## src/rtl/booth_seq_mult_ctrl.sv

```systemverilog
// Iterative radix-2 Booth signed multiplier controller.
// Accepts one operand pair per valid/ready handshake and runs one Booth
// add/subtract-and-shift step per clock for WIDTH clocks through a single
// step datapath. The 2*WIDTH-bit product is then held until the consumer
// takes it.
module booth_seq_mult_ctrl #(
  parameter int WIDTH = 4,
  parameter int CNT_W = $clog2(WIDTH + 1)
) (
  input  logic                      clk,
  input  logic                      rst,
  input  logic                      in_valid,
  output logic                      in_ready,
  input  logic signed [WIDTH-1:0]   M,
  input  logic signed [WIDTH-1:0]   Q,
  output logic                      out_valid,
  input  logic                      out_ready,
  output logic signed [2*WIDTH-1:0] Z,
  output logic                      busy
);

  // The accumulator and multiplicand carry one guard bit, so that
  // M = -2^(WIDTH-1) can be negated without overflow.
  localparam int AW = WIDTH + 1;

  typedef enum logic [1:0] {
    IDLE = 2'd0,
    RUN  = 2'd1,
    DONE = 2'd2
  } state_t;

  state_t state;
  state_t state_nxt;

  logic signed [AW-1:0]   a_reg;
  logic        [AW-1:0]   q_reg;
  logic signed [AW-1:0]   m_reg;
  logic        [CNT_W-1:0] cnt;
  logic signed [2*WIDTH-1:0] z_reg;
  logic signed [2*AW-1:0] step;
  logic                   last_step;

  // One Booth step. The pair {A', Qreg} is shifted right arithmetically.
  // The result is returned as {A_next, Qreg_next}.
  function automatic logic signed [2*AW-1:0] booth_step(
    input logic signed [AW-1:0] a,
    input logic        [AW-1:0] q,
    input logic signed [AW-1:0] m
  );
    logic signed [AW-1:0]   a_n;
    logic signed [2*AW-1:0] pair;
    case (q[1:0])
      2'b01:   a_n = a + m;
      2'b10:   a_n = a - m;
      default: a_n = a;
    endcase
    pair = {a_n, q};
    return pair >>> 1;
  endfunction

  assign step      = booth_step(a_reg, q_reg, m_reg);
  assign last_step = (cnt == CNT_W'(1));

  // State register
  always_ff @(posedge clk or posedge rst) begin
    if (rst) begin
      state <= IDLE;
    end else begin
      state <= state_nxt;
    end
  end

  // Next-state logic: accept in IDLE, count steps in RUN, hand off in DONE
  always_comb begin
    state_nxt = state;
    case (state)
      IDLE:    if (in_valid)  state_nxt = RUN;
      RUN:     if (last_step) state_nxt = DONE;
      DONE:    if (out_ready) state_nxt = IDLE;
      default: state_nxt = IDLE;
    endcase
  end

  // Step datapath: load operands on accept, iterate in RUN, and latch the
  // product on the last step. The product is kept afterwards so that Z
  // stays stable through DONE and IDLE.
  always_ff @(posedge clk or posedge rst) begin
    if (rst) begin
      a_reg <= '0;
      q_reg <= '0;
      m_reg <= '0;
      cnt   <= '0;
      z_reg <= '0;
    end else begin
      case (state)
        IDLE: begin
          if (in_valid) begin
            m_reg <= {M[WIDTH-1], M};
            a_reg <= '0;
            q_reg <= {Q, 1'b0};
            cnt   <= CNT_W'(WIDTH);
          end
        end
        RUN: begin
          a_reg <= step[2*AW-1:AW];
          q_reg <= step[AW-1:0];
          cnt   <= cnt - CNT_W'(1);
          // {A_next[WIDTH-1:0], Qreg_next[WIDTH:1]} is the contiguous slice [2*WIDTH:1]
          if (last_step) z_reg <= step[2*WIDTH:1];
        end
        default: ;
      endcase
    end
  end

  assign in_ready  = (state == IDLE);
  assign out_valid = (state == DONE);
  assign busy      = (state == RUN) || (state == DONE);
  assign Z         = z_reg;

endmodule

```

## config.mk

```make
export PLATFORM = sky130hd
export DESIGN_NAME = booth_seq_mult_ctrl
export DESIGN_NICKNAME = d
export VERILOG_FILES = /design/src/rtl/booth_seq_mult_ctrl.sv
export SDC_FILE = /design/constraint.sdc
export NUM_CORES = 1
export LEC_CHECK = 0
export ABC_CLOCK_PERIOD_IN_PS = 4500
export CORE_MARGIN = 3
export CORE_UTILIZATION = 51
export CTS_CLUSTER_SIZE = 25
export DETAILED_ROUTE_END_ITERATION = 8
export PLACE_DENSITY = 0.88
export SYNTH_ARGS = -nofsm -noshare
export SYNTH_HDL_FRONTEND = slang
export SYNTH_SLANG_ARGS = --single-unit
```

## constraint.sdc

```tcl
create_clock -name clk -period 4.5 [get_ports clk]
set_input_delay 0.9 -clock clk [delete_from_list [all_inputs] [get_ports clk]]
set_output_delay 0.9 -clock clk [all_outputs]
set_load 0.01 [all_outputs]
```

Word level (Yosys, flattened, before mapping)

Index checks and enable logic that the tools add are counted.

Register bits: 27
Bits in latches: 0
RAM bits: 0
ROM bits: 0
Input bits: 12
Output and inout bits: 11
Logic and storage cells: 35
Memories: 0

$add $sub $neg: 3
Multiply operators: 0
Divide/modulo/power cells: 0
Order comparisons: 0
Eq/ne operators: 8
Shifts and indexed selects: 0
Mux-type cells: 11
Bitwise logic cells: 0
Reductions and logical operators: 7

Operators with widths:

| cell                  | number |
|---|---|
| $pmux W5 S2           | 3 |
| $mux W5               | 2 |
| $mux W2               | 3 |
| $pmux W2 S3           | 1 |
| $pmux W3 S2           | 1 |
| $reduce_and A2 Y1     | 3 |
| $add A5 B4 Y5         | 1 |
| $sub A5 B4 Y5         | 1 |
| $eq A2 B1 Y1 const B  | 2 |
| $eq A2 B2 Y1 const B  | 2 |
| $ne A2 B2 Y1 const B  | 2 |
| $eq A3 B1 Y1 const B  | 1 |
| $mux W3               | 1 |
| $reduce_and A3 Y1     | 1 |
| $sub A3 B1 Y3 const B | 1 |
| $logic_not A2 Y1      | 1 |
| $ne A2 B1 Y1 const B  | 1 |
| $reduce_bool A2 Y1    | 1 |
| $logic_or A1 B1 Y1    | 1 |

Logic depth before layout (Yosys ltp)

Gate-level depths: netlist (run 1).

Depth after elaboration: 3
Gate-level depth with buffers: 10
Depth with buffers taken out: 10

Worst setup path after synthesis (run 1)

No wires, ideal clock.

Kind: register -> register
Start point: register q_reg[0]
End point: register z_reg[7], in the netlist Z[7]
Setup time: 0.122 ns
Arrival time: 2.095 ns
Path slack: 2.283 ns
Stages on the path, launching flop included: 10
Buffers on the path: 0
Clock period less this slack: 2.217 ns
Cell sequence: dfrtp_1 -> inv_1 -> ha_1 -> mux2_2 -> fa_1 -> nand2b_1 -> a21oi_2 -> xnor2_1 -> mux2i_1 -> nand2_1

Cells in the longest elaborated chain, start to end: 2
Elaborated cells between the ends (all ways): 3
Those cells by class: eq/ne: 2; mux: 1

RTL lines:

| element                                      | line | text |
|---|---|---|
| from (decl)                                  | 36   | `logic [AW-1:0] q_reg;` |
| from (signal assigned)                       | 100  | `q_reg <= {Q, 1'b0};` |
| from (signal assigned)                       | 106  | `q_reg <= step[AW-1:0];` |
| $eq A2 B2 Y1 or $eq A2 B1 Y1 (tied branches) | 52   | `case (q[1:0])` |
| $pmux W5 S2 (*)                              | 52   |  |
| to (signal assigned)                         | 109  | `if (last_step) z_reg <= step[2*WIDTH:1];` |
| to (decl)                                    | 39   | `logic signed [2*WIDTH-1:0] z_reg;` |

Every way passes the cells marked *; elsewhere a longest branch is shown, timed or not.
A chain may end at the register's enable or synchronous reset.

Worst setup path after layout (run 1)

Start point: register state[1]
End point: output in_ready

Cells in the longest elaborated chain, start to end: 1

RTL lines:

| element                | line | text |
|---|---|---|
| from (decl)            | 32   | `state_t state;` |
| from (signal assigned) | 69   | `state <= state_nxt;` |
| $logic_not A2 Y1       | 116  | `assign in_ready = (state == IDLE);` |
| to (decl)              | 13   | `output logic in_ready,` |

No other way between the ends.

==> summary.txt, run 1 <==
STA
  • Hold Vio Cnt, Final: 0
  • Setup TNS: 0 ps
  • Max Slew Vio Count: 0
  • Part of the cycle the worst path needs: 57.3%
  • Fmax: 388 MHz
  • Final period demand of the worst path: 2580 ps
  • Post-Route Skew: 3.06 ps
  • Max-slew headroom: 29.8%
  • # setup viols final: 0
  • Slew at the pin closest to its max-slew limit: 1020 ps
  • RSZ-0062 raised after global routing: no

Global route
  • Initial antenna violation count: 0
  • First-pass GRT wire length: 4600 microns
  • Largest net degree at the start of global routing: 27
  • Grt total ovfl: 0
  • Vias in the first global route: 1143
  • Global-route usage over all layers: 17.0%

Yosys
  • Synthesized instance count: 147
  • Main synth FF type: dfrtp_1
  • Post-Syn Nets: 171
  • FF+latch count, synth: 26
  • Async SR Flop Fraction: 100%
  • Seq/Total Area, Yosys: 44.1%
  • Cell Area, Synth: 0.00148 sq mm
  • Syn_area_per_cell: 10.0 sq um
  • Number of library cell types mapped by synthesis: 31
  • Top cell type's share of synthesized area: 44.1%
  • Dominant cells by area after synthesis: dfrtp_1 (44%), ha_1 (9.3%), mux2_2 (7.6%), mux2i_1 (4.7%), nand2_1 (4.6%)
  • Dominant cell type by area after synthesis: dfrtp_1
  • Yosys warnings: 0
  • Post-synth EDFFs: 0

Cells and area
  • Final nets: 194
  • Diode count: 0
  • Layout fillers: 195
  • Max FFs per register: 8
  • Synthesis-to-layout area growth: 17.2%
  • Share of layout cells above drive strength 1: 10.1%

Die
  • Num rows: 18
  • Die H: 59.8 microns
  • I/O pin count: 23
  • Die area: 0.00357 sq mm
  • Initial core utilization: 56.5%
  • Core area: 0.00261 sq mm
  • Width of the die: 59.8 microns

Critical path
  • CP startpoint kind: flip-flop
  • Arrival time worst endpoint: 1680 ps
  • Crit path buf inv count: 2
  • Worst path slowest cell: clkdlybuf4s50_1
  • Critical Path, Cell by Cell: inv_1 > ha_1 > clkdlybuf4s50_1
  • Worst-path fanout max: 6
  • CP peak stage delay: 580 ps
  • Required time of the critical path: 3600 ps
  • Worst setup path class: flip-flop to primary output
  • Crit end category: primary output
  • Delay-heaviest family, CP: buffers and inverters

Placement
  • Hpwl dp: 2140 microns
  • Gpl congestion: 0.813
  • PortBufs: 22

Clock tree
  • CTS tree: built
  • H-tree levels: 1
  • Clock-pin slew on the worst setup and hold paths: 130 ps
  • Hold-fix buffers at CTS: 0
  • TritonCTS Buffers: 3
  • CTS Sinks: 26
  • Post-CTS setup buffer count: 0
  • Clk Latency, worst-skew pair: 310 ps
  • CTS root buffer: clkbuf_4
  • CTS-repair resized insts: 0
  • Clk buf depth: 2

Power
  • Lkg Pwr: 0.788 nW
  • Maximum VDD drop: 0.000492 V
  • Power density over the cells: 783 mW/mm^2
  • Pwr Total: 1.35 mW

Detailed routing
  • DR vias: 1085
  • Routed Antenna Nets: 0
  • Post-DR wirelength/cell: 13.5 microns
  • Final routed DRC violation total: 0
  • DRT Pass-1 Iters: 4
  • Final WL: 2670 microns
  • 1st-iter DRT viols: 26
  • Vias per cell: 5.48

Hold path
  • Hold Path Class: flip-flop to flip-flop

Flow run
  • Max Cap Viol: 0

Status
  • Status: finished, final reports clean
[cell type report]
class / instances / area, sq um / area share (%)
Multi-Input combinational cell: 102 / 742 / 42.9
Tap cell: 30 / 37.5 / 2.17
Clock buffer: 3 / 22.5 / 1.30
Sequential cell: 26 / 651 / 37.6
Inverter: 15 / 56.3 / 3.26
Timing Repair Buffer: 22 / 220 / 12.7
[cell families (layout without fill, tap and decap cells)]
| family | after synthesis | count (layout) | synth area share, % |
|---|---|---|---|
| fa+ha+maj | 12 | 12 | 10.7 |
| compound gates | 29 | 29 | 12.0 |
| mux | 17 | 17 | 12.4 |
| xor+xnor | 4 | 4 | 2.38 |
| flops | 26 | 26 | 44.1 |
| simple gates | 40 | 40 | 12.8 |
| buf+inv | 19 | 40 | 5.60 |
[power by group]
part	total [mW]	internal, mW	switching [mW]
Combinational	0.853	0.418	0.436
Sequential	0.406	0.333	0.0727
Clock	0.0954	0.0313	0.0641
Total	1.35	0.782	0.573
[layout by cell type, fill, tap and decap left out, types with 2 or more instances in the layout]
master           count
a21oi_1              6
ha_1                11
clkdlybuf4s50_1     22
mux2_2              10
mux2i_1              7
nor2b_1              2
nand2_1             18
dfrtp_1             26
o21ai_0              2
o21ai_1             13
nand2b_1             4
nor3_1               3
clkbuf_4             3
inv_1               15
nor2_1               8
xnor2_1              3
[cell usage after synthesis, types with 3 or more instances]
library cell   n
dfrtp_1       26
nand2_1       18
inv_1         15
o21ai_1       13
ha_1          11
mux2_2        10
nor2_1         8
mux2i_1        7
a21oi_1        6
nand2b_1       4
buf_2          3
nor3_1         3
xnor2_1        3
[routing by layer]
| layer | global-route usage (%) | vias up | share of wire [%] |
|---|---|---|---|
| met5 | 0 | - | 0 |
| met4 | 6.33 | 0 | 2.1 |
| met3 | 1.73 | 7 | 4.0 |
| met2 | 32.4 | 26 | 53 |
| met1 | 19.0 | 515 | 41 |
| li1 | - | 537 | - |
[metrics by stage]
stage	util [%]	hold WS (ps)	instances	setup slack, ps	area [sq um]
finish	66.2	502	198	1920	1730
global route	66.2	546	198	1800	1730
CTS	66.2	510	198	1910	1730
detailed placement	65.3	479	195	1900	1710
global placement	65.3	466	195	1950	1710
floorplan	-	456	147	2280	1480
[worst min-delay path, delay by kind of cell, from the launching register on]
kind               cells  cell delay, ps
DFF                    1             370
AOI/OAI and AO/OA      1              60
and+or+nand+nor        1              50
[path summary, 6_finish.rpt]
check / startpoint / end / slack [ps] / depth (start not counted)
worst max-delay path: state[1] / in_ready / 1920 / 3
worst min-delay path: Z[7] / Z[7] / 500 / 2
worst max register to register: q_reg[0] / Z[7] / 2060 / 9
worst min register to register: Z[7] / Z[7] / 500 / 2
max in group asynchronous: rst / state[0] / 2860 / 2
min in group asynchronous: rst / Z[5] / 1070 / 2
Note: power is estimated with default switching activity, not from simulation.
==> inputs of run 2 (changes only) <==
- ABC_CLOCK_PERIOD_IN_PS: 4500 -> 2100
- CORE_UTILIZATION: 51 -> 48
- PLACE_DENSITY: 0.88 -> 0.87
- clock period: 4.5 -> 2.1 ns (I/O delays scaled with it)
==> run 2 against run 1 <==
  * The flow now finishes with violations (setup timing)
  * Clock skew increased by 2.0 ps
  * Power increased to 2.6 times the previous value
  * Sequential power up 120%
  * Critical endpoint is now Z[7]
==> summary.txt, run 2 (synthesis results as in run 1) <==
Power
  • Maximum VDD drop: 0.00108 V (+120%)
  • Lkg Pwr: 0.864 nW (+9.6%)
  • Power density over the cells: 1840 mW/mm^2 (+130%)

Detailed routing
  • Vias per cell: 5.42 (-1.1%)
  • 1st-iter DRT viols: 21 (-19%)
  • Post-DR wirelength/cell: 14.8 microns (+9.8%)
  • DRT Pass-1 Iters: 4 (unchanged)
  • Routed Antenna Nets: 0 (unchanged)
  • DR vias: 1133 (+4.4%)
  • Final WL: 3090 microns (+16%)
  • Final routed DRC violation total: 0 (unchanged)

Clock tree
  • Clk buf depth: 2 (unchanged)
  • H-tree levels: 1 (unchanged)
  • TritonCTS Buffers: 3 (unchanged)
  • Clk Latency, worst-skew pair: 320 ps (about the same)
  • CTS tree: built
  • CTS Sinks: 26 (unchanged)
  • Clock-pin slew on the worst setup and hold paths: 130 ps (about the same)
  • CTS root buffer: clkbuf_4
  • Hold-fix buffers at CTS: 0 (unchanged)

Cells and area
  • Synthesis-to-layout area growth: 29.5%
  • Diode count: 0 (unchanged)
  • Final core occ: 67.0% (+0.79 points)
  • Leading cell types in the layout, fill and taps excluded: dfrtp_1 (26), clkdlybuf4s50_1 (22), nand2_1 (18)
  • Most common cell after layout, fill and taps aside: dfrtp_1
  • Share of layout cells above drive strength 1: 23.0% (+13 points)
  • Max FFs per register: 8 (unchanged)
  • Final nets: 204 (+5.2%)

STA
  • Fmax: 464 MHz
  • Hold Vio Cnt, Final: 0 (unchanged)
  • Hold WS: 443 ps (-59.8 ps)
  • Max Slew Vio Count: 0 (unchanged)
  • RSZ-0062 raised after global routing: yes
  • Final period demand of the worst path: 2150 ps
  • Post-route setup slack: -53.4 ps (-1980 ps)
  • Max-slew headroom: 77.8% (+48 points)
  • Slew at the pin closest to its max-slew limit: 332 ps (-691 ps)
  • # setup viols final: 2 (+2)
  • Part of the cycle the worst path needs: 103%
  • Post-Route Skew: 5.03 ps (+1.97 ps)

Die
  • Core area: 0.00285 sq mm (+9.2%)
  • Num rows: 19 (+1)
  • Die H: 61.4 microns (+2.8%)
  • Width of the die: 61.4 microns (+2.8%)
  • Initial core utilization: 51.7% (-4.8 points)
  • I/O pin count: 23 (unchanged)
  • Die area: 0.00377 sq mm (+5.6%)

Global route
  • First-pass GRT wire length: 4800 microns (+4.3%)
  • Largest net degree at the start of global routing: 27 (unchanged)
  • Global-route usage over all layers: 17.7% (+0.72 points)
  • Vias in the first global route: 1063 (-7.0%)
  • Initial antenna violation count: 0 (unchanged)
  • Grt total ovfl: 0 (unchanged)

Critical path
  • Arrival time worst endpoint: 2380 ps (+700 ps)
  • Reg2reg end: Z[7]
  • Worst reg2reg setup slack: -50 ps (-2110 ps)
  • Worst setup path class: flip-flop to flip-flop
  • Worst r2r src: m_reg[0]
  • Required time of the critical path: 2320 ps (-1280 ps)
  • Worst-path fanout max: 3 (-3)
  • FF-to-FF path depth: 9 (unchanged)
  • Crit end category: flip-flop
  • CP startpoint kind: flip-flop

Placement
  • Hpwl dp: 2270 microns (+6.0%)
  • Gpl congestion: 0.821 (+0.96%)
  • PortBufs: 22 (unchanged)

Flow run
  • Max Cap Viol: 0 (unchanged)

Status
  • Failing checks: setup timing
  • Status: complete, but fails checks

Hold path
  • Hold Path Class: input pin to asynchronous set/reset pin
## run 2: layout make-up
cell class | instances | area [sq um]
sequential | 26 | 651
inverter | 15 | 56.3
clock buffer | 3 | 22.5
tap | 31 | 38.8
timing repair buffer | 32 | 299
multi-input combinational | 102 | 843
fill | 210 | 942
## run 2: timing repair
item	in CTS	in global routing
setup buffers	0	2
pin swaps	2	9
resized for setup	2	12
setup endpoints to repair	3	8
## run 2: worst max path at each step
stage / startpoint / to / slack, ps / cells past startpoint
after detailed placement: m_reg[0] / Z[7] / -20 / 9
after CTS: m_reg[0] / Z[7] / -30 / 9
after global placement: m_reg[0] / Z[7] / 10 / 9
after floorplan: m_reg[0] / Z[7] / 2 / 9
after global routing: m_reg[0] / Z[7] / -110 / 9
final: m_reg[0] / Z[7] / -50 / 9
## run 2: routing by layer
layer	routed length, microns	share of wire (%)	vias up	track usage, %
met5	0	0	-	0
met4	11	0.36	0	6.06
met3	107	3.5	2	4.82
met2	1660	54	25	32.5
met1	1310	42	544	19.6
li1	-	-	562	-
## run 2: worst max-delay path: stages (launching register included)
cell and delay [ps]:
dfrtp_1 390, inv_1 60, ha_1 280, mux2_4 290
fa_2 340, nand2b_4 150, a21oi_4 130, xnor2_2 150
mux2i_1 210, nand2_1 60
## run 2: power breakdown
group / switching (mW) / total, mW / internal (mW)
sequential: 0.163 / 0.876 / 0.713
combinational: 1.16 / 2.43 / 1.26
clock: 0.141 / 0.208 / 0.0672
total: 1.47 / 3.51 / 2.04
## run 2: per-stage QoR
| stage | total power [mW] | cell area (sq um) | worst slack [ps] | cells | setup TNS (ps) |
|---|---|---|---|---|---|
| finish | 3.51 | 1910 | -53.4 | 209 | -91.2 |
| floorplan | 2.40 | 1510 | 2.26 | 147 | 0 |
| CTS | 3.23 | 1830 | -25.3 | 207 | -32.5 |
| detailed placement | 3.00 | 1800 | -21.9 | 204 | -28.3 |
| global placement | 2.86 | 1800 | 15.0 | 204 | 0 |
| global route | 3.79 | 1910 | -113 | 209 | -468 |
==> inputs of run 3 (changes only) <==
--- a/config.mk
+++ b/config.mk
@@ -7,2 +7,3 @@
 export LEC_CHECK = 0
+export ABC_AREA = 1
 export ABC_CLOCK_PERIOD_IN_PS = 2100
@@ -13,2 +14,3 @@
 export PLACE_DENSITY = 0.87
+export SLEW_MARGIN = 20
 export SYNTH_ARGS = -nofsm -noshare
==> constraint.sdc (replaced) <==
create_clock -name clk -period 2.1 [get_ports clk]
set_input_delay 0.525 -clock clk [delete_from_list [all_inputs] [get_ports clk]]
set_output_delay 0.525 -clock clk [all_outputs]
set_load 0.01 [all_outputs]
==> run 3 against run 2 <==
  * The flow now finishes without violations
  * Synthesized cell count rose by 22%
  * Non-clock buffer count fell by 7
  * Global-route usage fell by 0.56 points
  * Area after synthesis rose by 1.2%
  * Clock power fell by 3%
  * Highest routed layer unchanged
  * Critical path depth fell by 1
  * Die area rose by 1.1%
  * Largest power group unchanged
  * Combinational power fell by 18%
  * Critical endpoint is now a_reg[0]
  * Register-to-register slack improved by 160 ps
==> summary.txt, run 3 <==
STA
  • Slew at the pin closest to its max-slew limit: 443 ps (+111 ps)
  • Part of the cycle the worst path needs: 95.0% (-7.5 points)
  • Max-slew headroom: 70.4% (-7.4 points)
  • # setup viols final: 0 (-2)
  • Hold Vio Cnt, Final: 0 (unchanged)
  • Post-Route Skew: 3.22 ps (-1.81 ps)
  • Post-route setup slack: 105 ps (+158 ps)
  • Final period demand of the worst path: 2000 ps (-158 ps)
  • Fmax: 501 MHz (+7.9%)
  • RSZ-0062 raised after global routing: yes
  • Max Slew Vio Count: 0 (unchanged)
  • Setup TNS: 0 ps (+91.2 ps)
  • Hold WS: 488 ps (+45.3 ps)

Die
  • I/O pin count: 23 (unchanged)
  • Num rows: 19 (unchanged)
  • Core area: 0.00285 sq mm (unchanged)
  • Initial core utilization: 52.3% (+0.61 points)
  • Die area: 0.00381 sq mm (+1.1%)
  • Die H: 61.8 microns (+0.54%)
  • Width of the die: 61.8 microns (+0.54%)

Clock tree
  • Clk buf depth: 2 (unchanged)
  • Clock-pin slew on the worst setup and hold paths: 130 ps (about the same)
  • TritonCTS Buffers: 3 (unchanged)
  • CTS root buffer: clkbuf_4
  • Clk Latency, worst-skew pair: 310 ps (about the same)
  • CTS Sinks: 26 (unchanged)
  • Hold-fix buffers at CTS: 0 (unchanged)
  • H-tree levels: 1 (unchanged)
  • CTS tree: built

Power
  • Sw Share: 46.4% (+4.6 points)
  • Clock power share: 6.6% (+0.7 points)
  • Internal power: 1.64 mW (-20%)
  • Sw Pwr: 1.42 mW (-3.5%)
  • Power density over the cells: 1690 mW/mm^2 (-8.3%)
  • Lkg Pwr: 0.898 nW (+4.0%)
  • Maximum VDD drop: 0.000746 V (-31%)
  • Comb power frac: 65.2% (-3.9 points)
  • Reg power frac: 28.2% (+3.3 points)

Yosys
  • Dominant cells by area after synthesis: dfrtp_1 (44%), nand2_1 (13%), ha_1 (9.2%), inv_1 (7.3%), o21ai_0 (5.7%)
  • Post-synth EDFFs: 0 (unchanged)
  • Number of library cell types mapped by synthesis: 25 (-19%)
  • Most common cell in the netlist: nand2_1
  • Cell Area, Synth: 0.00149 sq mm (+1.2%)
  • Async SR Flop Fraction: 100% (unchanged)
  • Dominant cell type by area after synthesis: dfrtp_1
  • Yosys warnings: 0 (unchanged)
  • Seq/Total Area, Yosys: 43.6% (-0.52 points)
  • FF+latch count, synth: 26 (unchanged)
  • Syn_area_per_cell: 8.29 sq um (-17%)
  • Top cell type's share of synthesized area: 43.6% (-0.52 points)
  • Most common library cells after synthesis: nand2_1 (52), inv_1 (29), dfrtp_1 (26)
  • Main synth FF type: dfrtp_1
  • Post-Syn Nets: 204 (+19%)
  • Synthesized instance count: 180 (+22%)

Detailed routing
  • Vias per cell: 5.36 (-1.2%)
  • Post-DR wirelength/cell: 12.4 microns (-16%)
  • DRT Pass-1 Iters: 4 (unchanged)
  • DR vias: 1264 (+12%)
  • 1st-iter DRT viols: 59 (+180%)
  • Routed Antenna Nets: 0 (unchanged)
  • Final WL: 2930 microns (-5.0%)
  • Final routed DRC violation total: 0 (unchanged)

Critical path
  • Worst path slowest cell: fa_2
  • Worst setup path class: flip-flop to flip-flop
  • Required time of the critical path: 2340 ps (+20 ps)
  • Critical Path, Cell by Cell: inv_2 > ha_2 > inv_1 > o21ai_1 > fa_2 > o21ai_0 > nand2_1 > o21ai_0
  • Crit path buf inv count: 2 (+1)
  • Reg2reg end: a_reg[0]
  • Arrival time worst endpoint: 2230 ps (-150 ps)
  • CP peak stage delay: 470 ps (+80 ps)
  • Worst r2r src: m_reg[0]
  • Delay-heaviest family, CP: adder cells
  • Crit end category: flip-flop
  • Worst-path fanout max: 3 (unchanged)
  • Most Frequent Cell on Critical Path: o21ai_0
  • CP startpoint kind: flip-flop
  • Worst reg2reg setup slack: 100 ps (+160 ps)
  • FF-to-FF path depth: 8 (-1)

Placement
  • Hpwl dp: 2140 microns (-5.6%)
  • Placed instance area: 0.00173 sq mm (-3.9%)
  • Placement Setup Slack: 59.8 ps (+81.7 ps)
  • Gpl congestion: 0.869 (+5.8%)
  • PortBufs: 22 (unchanged)

Global route
  • First-pass GRT wire length: 4840 microns (+0.71%)
  • Vias in the first global route: 1183 (+11%)
  • Largest net degree at the start of global routing: 27 (unchanged)
  • Global-route usage over all layers: 17.1% (-0.56 points)
  • Initial antenna violation count: 0 (unchanged)
  • Grt total ovfl: 0 (unchanged)

Hold path
  • Hold EP: Z[3]
  • Hold Path Origin: Z[3]
  • WHS Path Cells: 2
  • Hold Path Class: flip-flop to flip-flop

Cells and area
  • Share of layout cells above drive strength 1: 11.2% (-12 points)
  • Layout fillers: 237 (+13%)
  • Max FFs per register: 8 (unchanged)
  • Diode count: 0 (unchanged)
  • Final Cell Area: 0.00181 sq mm (-5.2%)
  • Most common cell after layout, fill and taps aside: nand2_1
  • Synthesis-to-layout area growth: 21.3%
  • Final nets: 231 (+13%)
  • Leading cell types in the layout, fill and taps excluded: nand2_1 (52), dfrtp_1 (26), inv_1 (26)

Status
  • Status: finished, final reports clean

Flow run
  • Max Cap Viol: 0 (unchanged)
-- run 3: cell count changes after synthesis, sizes merged, moves of 4 or more --
cell / before / now
nand2: 18 / 52
inv: 15 / 31
mux2: 10 / 0
mux2i: 7 / 0
nand3: 1 / 6
o21ai: 16 / 21
o22ai: 0 / 5
nand2b: 4 / 0
-- run 3: metrics by stage --
step / instances / utilization (%) / power, mW
detailed placement: 231 / 60.6 / 2.67
CTS: 235 / 61.7 / 2.89
floorplan: 180 / - / 2.19
global placement: 231 / 60.6 / 2.59
global route: 236 / 63.5 / 3.36
finish: 236 / 63.5 / 3.05
-- run 3: power by group through the flow --
stage,Sequential (mW),Clock [mW],Combinational [mW]
final,0.859,0.202,1.99
after global routing,0.879,0.228,2.25
after CTS,0.847,0.208,1.83
after detailed placement,0.860,0,1.81
after global placement,0.850,0,1.74
after floorplan,0.867,0,1.32
-- run 3: worst max path at each step --
| stage | from | to | slack [ps] | cells after the start |
|---|---|---|---|---|
| 2_1_floorplan | m_reg[0] | a_reg[3] | 270 | 13 |
| 3_3_place_gp | q_reg[1] | Z[7] | 130 | 13 |
| 3_5_place_dp | m_reg[0] | a_reg[3] | 60 | 14 |
| 4_1_cts | m_reg[0] | Z[6] | 20 | 11 |
| 5_1_grt | m_reg[0] | Z[7] | -30 | 14 |
| 6_report | m_reg[0] | a_reg[0] | 100 | 8 |
-- run 3: metal layers --
layer / routed length [microns] / up-vias / global-route usage, % / share of wire, %
li1: - / 637 / - / -
met1: 1340 / 584 / 20.7 / 46
met2: 1420 / 37 / 29.4 / 49
met3: 117 / 6 / 3.51 / 4.0
met4: 46 / 0 / 7.58 / 1.6
met5: 0 / - / 0 / 0
-- run 3: cell families (layout without fill, tap and decap cells) --
family | count (synthesis) | after routing | share of synthesized area (%)
simple gates | 70 | 70 | 19.6
compound gates | 37 | 37 | 15.5
buf+inv | 34 | 59 | 10.1
xor+xnor | 1 | 1 | 0.587
flops | 26 | 26 | 43.6
fa+ha+maj | 12 | 12 | 10.6
-- run 3: timing repair --
item / in CTS / in global routing
gates resized for setup: 3 / 13
gates cloned: 0 / 0
pin swaps: 0 / 2
endpoints found under the setup margin: 1 / 9
endpoints found under the hold margin: 0 / 0
buffers inserted: 1 / 1
-- run 3: worst reg2reg max path: stages, from the launching register on --
cell	delay, ps
dfrtp_1	380
inv_2	60
ha_2	310
inv_1	30
o21ai_1	190
fa_2	470
o21ai_0	270
nand2_1	100
o21ai_0	100
-- run 3: cell type report --
class / instances / area [sq um] / area share [%]
repair buffers: 25 / 243 / 13.4
flip-flops and latches: 26 / 651 / 35.9
inverters: 31 / 121 / 6.70
well taps: 31 / 38.8 / 2.14
multi-input cells: 120 / 734 / 40.6
clock buffers: 3 / 22.5 / 1.24
